<file path="src/rtl/note_sequencer.sv">
`default_nettype none
// ============================================================================
//  Module   : note_sequencer
//  Brief    : Note store and playback engine feeding the synthesizer's
//             sound_code / data_rq / data_rd handshake. Notes are appended
//             as (code, duration) pairs while idle and replayed in order,
//             each held for its programmed number of prescaled ticks.
//  Revision : 1.0 - initial release
// ============================================================================
module note_sequencer #(
   parameter int CODE_W   = 4,
   parameter int DEPTH    = 16,
   parameter int DUR_W    = 8,
   parameter int TICK_DIV = 12500000
) (
   input  logic                     CLOCK_50,
   input  logic                     resetn,
   input  logic                     wr_en,
   input  logic [CODE_W-1:0]        wr_code,
   input  logic [DUR_W-1:0]         wr_dur,
   input  logic                     clear,
   input  logic                     play,
   input  logic                     stop,
   input  logic                     loop_en,
   input  logic                     data_rq,
   output logic [CODE_W-1:0]        sound_code,
   output logic                     data_rd,
   output logic                     playing,
   output logic [$clog2(DEPTH):0]   count,
   output logic                     full,
   output logic                     empty
);

   localparam int c_AW = $clog2(DEPTH);
   localparam int c_CW = c_AW + 1;
   localparam int c_PW = $clog2(TICK_DIV);
   localparam int c_MW = CODE_W + DUR_W;

   localparam logic [c_CW-1:0]  c_DEPTH = c_CW'(DEPTH);
   localparam logic [c_PW-1:0]  c_PMAX  = c_PW'(TICK_DIV - 1);
   localparam logic [DUR_W-1:0] c_DUR1  = DUR_W'(1);

   typedef enum logic [1:0] {
      S_IDLE  = 2'd0,
      S_FETCH = 2'd1,
      S_PLAY  = 2'd2
   } state_t;

   state_t              r_state;
   state_t              w_state_nxt;

   logic [c_MW-1:0]     r_mem [DEPTH];
   logic [c_AW-1:0]     r_rp;
   logic [CODE_W-1:0]   r_cur_code;
   logic [DUR_W-1:0]    r_dur_cnt;
   logic [c_PW-1:0]     r_presc;
   logic [c_CW-1:0]     w_count_nxt;

   logic                w_wr_ok;
   logic                w_wrap;
   logic                w_last_tick;
   logic                w_more;
   logic                w_present;
   logic [c_MW-1:0]     w_fetch_word;
   logic [DUR_W-1:0]    w_fetch_dur;
   logic [CODE_W-1:0]   w_fetch_code;

   // A write only lands while idle, not full, and not overridden by clear.
   assign w_wr_ok      = (r_state == S_IDLE) && wr_en && !clear && (count != c_DEPTH);
   assign w_wrap       = (r_presc == c_PMAX);
   assign w_last_tick  = w_wrap && (r_dur_cnt == c_DUR1);
   assign w_more       = ({1'b0, r_rp} < (count - c_CW'(1)));
   assign w_fetch_word = r_mem[r_rp];
   assign w_fetch_dur  = w_fetch_word[DUR_W-1:0];
   assign w_fetch_code = w_fetch_word[c_MW-1:DUR_W];
   // Stop suppresses the handshake in the same cycle playing drops.
   assign w_present    = (r_state == S_PLAY) && data_rq && !stop;

   // Next-state and next-count decode.
   always_comb begin
      w_state_nxt = r_state;
      w_count_nxt = count;
      case (r_state)
         S_IDLE: begin
            if (clear)
               w_count_nxt = '0;
            else if (w_wr_ok)
               w_count_nxt = count + c_CW'(1);
            if (play && (count != '0))
               w_state_nxt = S_FETCH;
         end
         S_FETCH: begin
            w_state_nxt = stop ? S_IDLE : S_PLAY;
         end
         S_PLAY: begin
            if (stop)
               w_state_nxt = S_IDLE;
            else if (w_last_tick)
               w_state_nxt = (w_more || loop_en) ? S_FETCH : S_IDLE;
         end
         default: w_state_nxt = S_IDLE;
      endcase
   end

   // State register.
   always_ff @(posedge CLOCK_50 or negedge resetn) begin
      if (!resetn)
         r_state <= S_IDLE;
      else
         r_state <= w_state_nxt;
   end

   // Note memory write port; contents are not reset.
   always_ff @(posedge CLOCK_50) begin
      if (w_wr_ok)
         r_mem[count[c_AW-1:0]] <= {wr_code, wr_dur};
   end

   // Playback datapath, status flags and registered handshake outputs.
   always_ff @(posedge CLOCK_50 or negedge resetn) begin
      if (!resetn) begin
         r_rp       <= '0;
         r_cur_code <= '0;
         r_dur_cnt  <= '0;
         r_presc    <= '0;
         count      <= '0;
         full       <= 1'b0;
         empty      <= 1'b1;
         playing    <= 1'b0;
         data_rd    <= 1'b0;
         sound_code <= '0;
      end else begin
         count      <= w_count_nxt;
         full       <= (w_count_nxt == c_DEPTH);
         empty      <= (w_count_nxt == '0);
         playing    <= (w_state_nxt != S_IDLE);
         data_rd    <= w_present;
         sound_code <= w_present ? r_cur_code : '0;
         case (r_state)
            S_IDLE: begin
               r_rp <= '0;
            end
            S_FETCH: begin
               r_cur_code <= w_fetch_code;
               // A zero duration still plays for one tick.
               r_dur_cnt  <= (w_fetch_dur == '0) ? c_DUR1 : w_fetch_dur;
               r_presc    <= '0;
            end
            S_PLAY: begin
               r_presc <= w_wrap ? '0 : r_presc + c_PW'(1);
               if (w_wrap)
                  r_dur_cnt <= r_dur_cnt - c_DUR1;
               if (w_last_tick && !stop)
                  r_rp <= w_more ? r_rp + c_AW'(1) : '0;
            end
            default: ;
         endcase
      end
   end

endmodule
`default_nettype wire
</file>
<file path="config.mk">
export PLATFORM = sky130hd
export DESIGN_NAME = note_sequencer
export DESIGN_NICKNAME = d
export VERILOG_FILES = /design/src/rtl/note_sequencer.sv
export SDC_FILE = /design/constraint.sdc
export NUM_CORES = 1
export LEC_CHECK = 0
export BUFFER_PORTS_ARGS = -buffer_cell sky130_fd_sc_hd__buf_2
export CAP_MARGIN = 5
export CELL_PAD_IN_SITES_DETAIL_PLACEMENT = 1
export CELL_PAD_IN_SITES_GLOBAL_PLACEMENT = 1
export CORE_MARGIN = 4
export CORE_UTILIZATION = 48
export DETAILED_ROUTE_END_ITERATION = 6
export PLACE_DENSITY_LB_ADDON = 0.12
export REMOVE_ABC_BUFFERS = 1
export SLEW_MARGIN = 30
export SYNTH_ARGS = -nofsm -noshare
export SYNTH_HDL_FRONTEND = slang
export SYNTH_SLANG_ARGS = --single-unit
</file>
<file path="constraint.sdc">
create_clock -name CLOCK_50 -period 2.51 [get_ports CLOCK_50]
set_input_delay 0.251 -clock CLOCK_50 [delete_from_list [all_inputs] [get_ports CLOCK_50]]
set_output_delay 0.251 -clock CLOCK_50 [all_outputs]
set_load 0.1 [all_outputs]
</file>
==> qor.yml <==
outcome:
  status: "completed"
timing:
  final-setup-viol-count: 0
  timing.final.hold_violations: 0
  period_needed_ps: 2470
  fmax_mhz: 405
  clock_skew_ps: 12.5
  worst_pin_slew_ps: 724
  fin_crit_sh_pct: 98.4
  rsz0062_at_grt: "true"
  slew_headroom_pct: 51.8
  drv_slew: 0
setup_path:
  cp_top_family: "simple AND/OR/NAND/NOR gates"
  arrival_ps: 2940
  end_kind: "register"
  required_ps: 2980
  crit_slowest_cell: "or4_4"
  cp-start-kind: "register"
  slowest_delay_ps: 530
  cp_cell_sequence: "or4_4 > or4b_4 > nor3_4 > buf_6 > nor2_2 > o41a_1 > nor2_1"
  path_buf_inv: 1
  crit_type: "reg -> reg"
  cp_max_fo: 4
pwr:
  ir_worst_vdd_uv: 607
  p_leak_nw: 4.37
  p_per_area_nw_per_um2: 850
  swShare_pct: 28.4
  pwr-share-clk_pct: 36.8
  pwr-share-comb_pct: 17.9
  seq_power_share_pct: 45.3
  p_switching_mw: 3.00
  internal_power_mw: 7.57
routing:
  avgRoutedWirePerCell_um: 24.5
  ant_nets: 0
  dr.pass1.iters: 4
  finalWirelength_mm: 25.7
  drc_errors: 0
  vias: 6103
  drt_iter0_markers: 393
  via_per_inst: 5.81
clock_tree:
  clkSinkCount: 247
  clk_latency_ps: 540
  cts.htree.levels: 1
  clk_pin_slew_worst_paths_ps: 60
  cts_tree: "built"
  ctsRootBufferMaster: "clkbuf_16"
  cts_buffers: 27
  cts.path.max_buffers: 3
synthesis:
  synth_top_area_share_pct: 54.8
  ys_ff_latch: 247
  syn-cell-area_um2: 10500
  synth-edff-count: 192
  ys_warn_count: 0
  synth-compound-area-share_pct: 6.20
  synth_area_per_cell_um2: 15.8
  synthTopCellsByCount: "edfxtp_1 (192), dfrtp_1 (54), nand2_1 (46)"
  synth_most_common_cell: "edfxtp_1"
  synth_cell_type_count: 73
  synth_top_family_by_area: "multiplexers"
  ys.flop_type: "edfxtp_1"
  synthAdderAreaFrac_pct: 1.90
  syn_inst: 665
  synth_area_leaders: "edfxtp_1 (55%), dfrtp_1 (13%), mux4_2 (9.2%), ha_1 (1.9%), nand2_1 (1.6%)"
  synthMuxAreaShare_pct: 10.9
  synth_seq_area_share_pct: 67.9
  synth-simple-area-share_pct: 9.24
  synthArstFlopShare_pct: 22.3
  yosysTopAreaCell: "edfxtp_1"
  synth_xor_area_share_pct: 1.66
final_layout:
  fin_area_um2: 12400
  diodes: 0
  nets: 791
  final_cell_count_no_fill: 1051
  drive_above_1_share_pct: 25.3
  area_delta_synth_final_pct: 18.1
global_route:
  grt_pass1_vias: 6746
  track_usage_pct: 21.6
  grt_max_degree: 50
  antenna_found_initial: 0
  gr-total-overflow: 0
  grt_pass1_wl_mm: 40.0
worst_hold_path:
  hold_path_class: "in -> reg"
place:
  hpwl_mm: 16.0
  placed_area_um2: 11400
  io_buffers: 32
  placed_cells: 995
  globalplace.congestion: 0.804
die:
  start_util_pct: 49.5
  die_w_um: 156
  die_area_um2: 24400
  io_pins: 33
  die_y_um: 156
  rows: 53
  core-area_um2: 21300
flow_run:
  maxCapViolations: 0
==> power groups by stage <==
| stage | Combinational (mW) | Sequential (mW) | Clock (mW) |
|---|---|---|---|
| 3_5_place_dp | 1.85 | 4.86 | 0 |
| 5_1_grt | 2.07 | 4.81 | 4.17 |
| 6_report | 1.90 | 4.78 | 3.89 |
| 2_1_floorplan | 0.865 | 5.11 | 0 |
| 3_3_place_gp | 1.76 | 4.85 | 0 |
| 4_1_cts | 1.88 | 4.78 | 3.96 |
==> what timing repair did <==
action / CTS / global route
gates resized for setup: 2 / 9
setup endpoints to repair: 4 / 121
gates cloned: 0 / 1
endpoints found under the hold margin: 35 / 0
pin swaps: 1 / 5
hold buffers: 3 / 0
setup buffers: 0 / 2
==> stage by stage <==
| step | power (mW) | TNS (ps) | setup slack (ps) | hold WS [ps] | util (%) |
|---|---|---|---|---|---|
| 5_1_grt | 11.0 | -179 | -63.4 | 87.6 | 58.4 |
| 4_1_cts | 10.6 | 0 | 0.136 | 62.0 | 58.0 |
| 3_3_place_gp | 6.61 | 0 | 61.4 | 325 | 53.8 |
| 6_report | 10.6 | 0 | 41.2 | 87.0 | 58.4 |
| 2_1_floorplan | 5.97 | -68810 | -1170 | -44.6 | - |
| 3_5_place_dp | 6.71 | -38.4 | -37.5 | 346 | 53.8 |
==> sequential cells by signal (all words and copies together) (netlist names) <==
signal and flops:
r_presc 24, playing 1, empty 1, data_rd 1
r_state 2, r_dur_cnt 8, full 1, r_cur_code 4
sound_code 4, r_rp 4, r_mem 192, count 5
==> path summary, 6_finish.rpt <==
path | from | to | slack (ps) | depth (start not counted)
max | r_dur_cnt[3]$_DFFE_PN0P_ | r_state[0]$_DFF_PN0_ | 40 | 7
min | wr_dur[4] | r_mem[5][4]$_DFFE_PP_ | 90 | 1
max reg2reg | r_dur_cnt[3]$_DFFE_PN0P_ | r_state[0]$_DFF_PN0_ | 40 | 7
min reg2reg | r_cur_code[1]$_DFFE_PN0P_ | r_cur_code[1]$_DFFE_PN0P_ | 520 | 2
max in group asynchronous | resetn | empty$_DFF_PN1_ | 1470 | 3
min in group asynchronous | resetn | r_presc[18]$_DFFE_PN0P_ | 300 | 2
==> worst reg2reg max path: stages (launching register included) <==
cell and delay, ps:
dfrtp_1 380, or4_4 530, or4b_4 520, nor3_4 300, buf_6 150, nor2_2 30
o41a_1 350, nor2_1 130
==> cells by family (layout without fill, tap and decap cells) <==
family	after synthesis	count (layout)
DFF	247	247
and+or+nand+nor	176	176
AOI/OAI and AO/OA	101	101
muxes	61	61
buffers and inverters	44	155
xor gates and xnor gates	20	20
adders and majority gates	16	16
==> area by class of cell <==
type | count | area [um2]
fill | 1988 | 8850
sequential | 247 | 7150
multi-input combinational | 374 | 3190
timing repair buffer | 86 | 802
clock buffer | 30 | 687
tap | 275 | 344
clock inverter | 20 | 181
inverter | 19 | 85.1
==> placed cells by master (no fill, tap or decap), types with 15 or more instances in the layout <==
cell type	netlist	final
buf_4	0	33
a21oi_1	17	16
o21ai_1	22	22
edfxtp_1	192	192
ha_1	16	16
mux4_2	43	43
nand2_1	46	46
clkbuf_16	0	28
inv_1	17	17
mux2i_1	17	17
buf_12	1	15
buf_2	7	32
dfrtp_1	54	51
nor2_1	35	34
==> routing by layer <==
layer | track usage [%] | vias to the layer above | wire [um] | share of wire, %
met3 | 3.13 | 38 | 1360 | 5.3
met2 | 37.2 | 133 | 13300 | 52
met1 | 29.1 | 3166 | 10500 | 41
met5 | 0 | - | 0 | 0
met4 | 5.84 | 0 | 550 | 2.1
li1 | - | 2766 | - | -
Note: power is estimated with default switching activity, not from simulation.
